--- src/rtl/multilane_deserializer.sv ---
// Multi-lane serial-to-parallel receiver: gathers LANES bits per enabled beat into a
// WIDTH-bit word and hands completed words off via a valid/ready holding register.
module multilane_deserializer #(
    parameter int WIDTH     = 64,
    parameter int LANES     = 1,
    parameter bit LSB_FIRST = 1'b1
) (
    input  logic             CLK,
    input  logic             RST,
    input  logic [LANES-1:0] sampled_bits,
    input  logic             deser_en,
    input  logic             deser_clr,
    input  logic             data_ready,
    output logic [WIDTH-1:0] P_DATA,
    output logic             data_valid,
    output logic             overflow
);

    localparam int BEATS = WIDTH / LANES;
    localparam int CW    = (BEATS > 1) ? $clog2(BEATS) : 1;
    localparam int IW    = (WIDTH > 1) ? $clog2(WIDTH) : 1;
    localparam logic [CW-1:0] LAST_BEAT = CW'(BEATS - 1);
    localparam logic [IW-1:0] TOP_BIT   = IW'(WIDTH - 1);

    generate
        if (WIDTH % LANES != 0) begin : g_bad_width
            $error("multilane_deserializer: WIDTH must be a multiple of LANES");
        end
    endgenerate

    typedef enum logic {
        EMPTY = 1'b0,
        FULL  = 1'b1
    } state_t;

    state_t            state;
    state_t            state_next;
    logic [CW-1:0]     beat_cnt;
    logic [WIDTH-1:0]  shift_reg;
    logic [WIDTH-1:0]  merged;
    logic [IW-1:0]     bit_idx;
    logic              complete;
    logic              load;
    logic              drop;

    // A cleared edge never counts as a beat, so it can never complete a word.
    assign complete = deser_en && !deser_clr && (beat_cnt == LAST_BEAT);

    // Partial word plus the current beat placed at its final bit positions; the
    // register is zeroed at every word boundary so an overwrite equals a merge.
    always_comb begin
        // NOTE: every always_comb output gets a default first so no latch is inferred.
        merged  = shift_reg;
        bit_idx = '0;
        for (int l = 0; l < LANES; l++) begin
            bit_idx = IW'(int'(beat_cnt) * LANES + l);
            if (LSB_FIRST)
                merged[bit_idx] = sampled_bits[l];
            else
                merged[TOP_BIT - bit_idx] = sampled_bits[l];
        end
    end

    always_ff @(posedge CLK) begin
        // NOTE: reset is synchronous and active-low; it is just the highest-priority branch.
        if (!RST || deser_clr) begin
            beat_cnt  <= '0;
            shift_reg <= '0;
        end else if (deser_en) begin
            if (beat_cnt == LAST_BEAT) begin
                beat_cnt  <= '0;
                shift_reg <= '0;
            end else begin
                beat_cnt  <= beat_cnt + 1'b1;
                shift_reg <= merged;
            end
        end
    end

    // Output FSM: the state is data_valid itself.
    always_ff @(posedge CLK) begin
        if (!RST)
            state <= EMPTY;
        else
            state <= state_next;
    end

    always_comb begin
        state_next = state;
        load       = 1'b0;
        drop       = 1'b0;
        case (state)
            EMPTY: begin
                if (complete) begin
                    load       = 1'b1;
                    state_next = FULL;
                end
            end
            FULL: begin
                if (complete && data_ready)
                    load = 1'b1;
                else if (complete)
                    drop = 1'b1;
                else if (data_ready)
                    state_next = EMPTY;
            end
            default: state_next = EMPTY;
        endcase
    end

    always_comb begin
        data_valid = (state == FULL);
    end

    // Holding register keeps its last word after consumption; overflow is sticky.
    always_ff @(posedge CLK) begin
        if (!RST) begin
            P_DATA   <= '0;
            overflow <= 1'b0;
        end else begin
            if (load)
                P_DATA <= merged;
            if (deser_clr)
                overflow <= 1'b0;
            else if (drop)
                overflow <= 1'b1;
        end
    end

endmodule

--- config.mk ---
export PLATFORM = sky130hd
export DESIGN_NAME = multilane_deserializer
export DESIGN_NICKNAME = d
export VERILOG_FILES = /design/src/rtl/multilane_deserializer.sv
export SDC_FILE = /design/constraint.sdc
export NUM_CORES = 1
export LEC_CHECK = 0
export ABC_AREA = 1
export ABC_CLOCK_PERIOD_IN_PS = 4190
export CORE_MARGIN = 4
export CORE_UTILIZATION = 60
export DETAILED_ROUTE_END_ITERATION = 12
export PLACE_DENSITY = 0.85
export SLEW_MARGIN = 10
export SYNTH_ARGS = -nofsm -noshare
export SYNTH_HDL_FRONTEND = slang
export SYNTH_SLANG_ARGS = --single-unit
--- constraint.sdc ---
create_clock -name CLK -period 4.19 [get_ports CLK]
set_input_delay 0.6285 -clock CLK [delete_from_list [all_inputs] [get_ports CLK]]
set_output_delay 0.6285 -clock CLK [all_outputs]
set_load 0.02 [all_outputs]
==> reports/qor.csv <==
stage,metric,value,unit
timing,hold_viol_final,0,
critical_path,slowest_delay,0.58,ns
cts,cts_buffers,17,
yosys,yosys-top-cells-area,"dfxtp_1 43%, nand3_1 11%, nand2_1 10%",
power,netSwitchingFraction,22.7,%
layout,final_nets,933,
yosys,synth_top_family_by_area,simple AND/OR/NAND/NOR gates,
yosys,yosys.area.top_type,dfxtp_1,
placement,io_buffers,71,
critical_path,path_class,reg -> reg,
yosys,muxShareOfSynthArea,0,%
critical_path,critPathLaunch,beat_cnt[3],
timing,skew,0.00759,ns
timing,finalSetupViolations,0,
yosys,synth-simple-area-share,28.2,%
cts,cts_buffer_depth,2,
critical_path,path_cells,inv_1 -> nor2_2 -> nand3_2 -> nor2_4 -> buf_4 -> nand3_1 -> nand2_1 -> nor2_1,
power,p_sw,652,uW
drt,drcViolationCount,0,
cts,h-tree-depth,4,
global_routing,overflow,0,
cts,cts-resized-gates,0,
power,p_int,2210,uW
timing,rsz0062_at_grt,false,
critical_path,rr_endpoint,P_DATA[1],
yosys,synth-main-ff-cell,dfxtp_1,
power,combinationalPowerShare,3.0,%
critical_path,endpoint,P_DATA[1],
yosys,synth_top_area_share,43.1,%
drt,wl_per_cell,15.8,um
critical_path,ff2ff_setup_slack,1.55,ns
yosys,synth_common_cells,"170 x nand2_1, 140 x nand3_1, 136 x dfxtp_1",
yosys,yosysUniqueCellTypes,24,
layout,drive_above_1_share,9.27,%
yosys,ys_ff_latch,136,
floorplanning,die-area,12200,um2
yosys,syn_area,6310,um2
power,power,2870,uW
cts,cts_root_buffer,clkbuf_8,
placement,finalWeightedCongestion,0.923,
cts,clk_pin_slew,0.06,ns
timing,slew_viol_final,0,
yosys,synth_xor_area_share,0,%
critical_path,required,4.62,ns
layout,antenna_cells,0,
timing,worst_pin_slew,1.20,ns
yosys,synth_fa_ha_area_share,0.198,%
run_status,status,"complete, no violations",
critical_path,worstPathArrival,3.07,ns
drt,ant_nets,0,
timing,finalSetupTns,0,ns
timing,slew_headroom,19.6,%
yosys,syn_inst,888,
critical_path,rr_worst_depth,8,
floorplanning,fp.dieH,111,um
yosys,yosysWarningCount,0,
critical_path,worstSetupEndpointType,flop,
critical_path,rr_startpoint,beat_cnt[3],
power,pwr-share-seq,45.2,%
layout,fin_util,73.6,%
power,clock_power_share,51.7,%
power,peakVddDrop,0.206,mV
critical_path,slowest_stage,dfxtp_1,
floorplanning,core,10300,um2
cts,postCtsSetupRepairBufs,0,
global_routing,grt_max_degree,66,
yosys,synthesis.nets,895,
layout,area_delta_synth_final,19.8,%
global_routing,track_usage,27.9,%
critical_path,start_kind,flop,
floorplanning,die_w,111,um
floorplanning,initial_core_util,61.4,%
floorplanning,boundaryPins,72,
global_routing,grt_pass1_vias,5824,
cts,clock_sinks,136,
drt,initialDrtViolationCount,738,
drt,first_pass_iters,5,
timing,period_share,63.1,%
cts,cts_tree,yes,
yosys,synth-edff-count,0,
global_routing,grt_pass1_wl,28600,um
yosys,synth_compound_area_share,20.1,%
cts,clkLatencyLatePin,0.53,ns
floorplanning,rows,37,
hold_path,hold_class,reg -> reg,
power,p_leak,0.00270,uW
yosys,ys_seq_area_share,43.1,%
layout,nFillCells,800,
drt,routed_wl,17000,um
critical_path,worst-path-buf-inv,2,
critical_path,path_max_fanout,31,
drt,vias,6193,
placement,hpwl,9780,um
drt,viasPerCell,5.76,
yosys,avgSynthCellArea,7.11,um2
yosys,synthArstFlopShare,0,%
timing,min_period,2.64,ns
timing,fmax,0.378,GHz
critical_path,path_depth,8,
cts,holdBufCountCts,0,
yosys,yosysMostFrequentCell,nand2_1,
global_routing,antenna_found_initial,0,
flow_run,drv_cap,0,
power,power_density,379,nW/um2
critical_path,critPathTopFamily,simple AND/OR/NAND/NOR gates,
metal layers:
metal	up-vias	routed length (um)	global-route usage (%)
met5	-	0	0
met4	0	534	12.6
met3	56	1410	4.99
met2	300	7980	45.0
met1	2820	7030	36.5
li1	3017	-	-
worst min path at each step:
stage / start / endpoint / cells after the start
floorplan: shift_reg[19] / shift_reg[19] / 2
global placement: shift_reg[3] / shift_reg[3] / 2
detailed placement: shift_reg[63] / shift_reg[63] / 2
CTS: shift_reg[63] / shift_reg[63] / 2
global route: shift_reg[3] / shift_reg[3] / 2
finish: shift_reg[19] / shift_reg[19] / 2
layout by cell type, fill, tap and decap left out, types with 5 or more instances in the layout:
| master | count |
|---|---|
| a21oi_2 | 30 |
| and2_1 | 7 |
| buf_4 | 9 |
| a21oi_1 | 94 |
| nand2_1 | 170 |
| inv_2 | 7 |
| o21ai_0 | 62 |
| inv_1 | 52 |
| nor2_2 | 5 |
| nand3_1 | 140 |
| clkbuf_16 | 16 |
| nor2_1 | 80 |
| clkdlybuf4s50_1 | 70 |
| o21bai_1 | 29 |
| dfxtp_1 | 136 |
tightest hold or removal path: cells and delay by family, from the launching register on:
family	cells	cell delay, ns
and+or+nand+nor	1	0.06
DFF	1	0.30
AOI/OAI and AO/OA	1	0.05
per-stage QoR:
stage	setup slack, ns	hold slack [ns]	instance area, um2	cells
floorplan	2.57	0.442	6310	888
global placement	1.39	0.448	6980	1043
detailed placement	1.33	0.452	6980	1043
global route	1.39	0.473	7560	1075
finish	1.55	0.461	7560	1075
CTS	1.61	0.461	7560	1075
cell type report:
type                            count  area, um2  area share [%]
Multi-Input combinational cell    628       3070            40.5
Sequential cell                   136       2720            36.0
Timing Repair Buffer               81        793            10.5
Clock buffer                       20        425            5.63
Inverter                           62        233            3.08
Tap cell                          136        170            2.25
Clock inverter                     12        153            2.02
logic make-up after synthesis:
group           after synthesis
simple gates                411
compound gates              216
buf+inv                     124
fa+ha+maj                     1
flops                       136
power groups by stage:
stage	clock, uW	sequential, uW	combinational (uW)
after floorplan	0	1320	59.7
after global placement	0	1330	83.2
after detailed placement	0	1330	83.6
after CTS	1480	1300	84.8
after global routing	1540	1300	92.7
final	1480	1300	87.0
(Power assumes the default switching activity.)
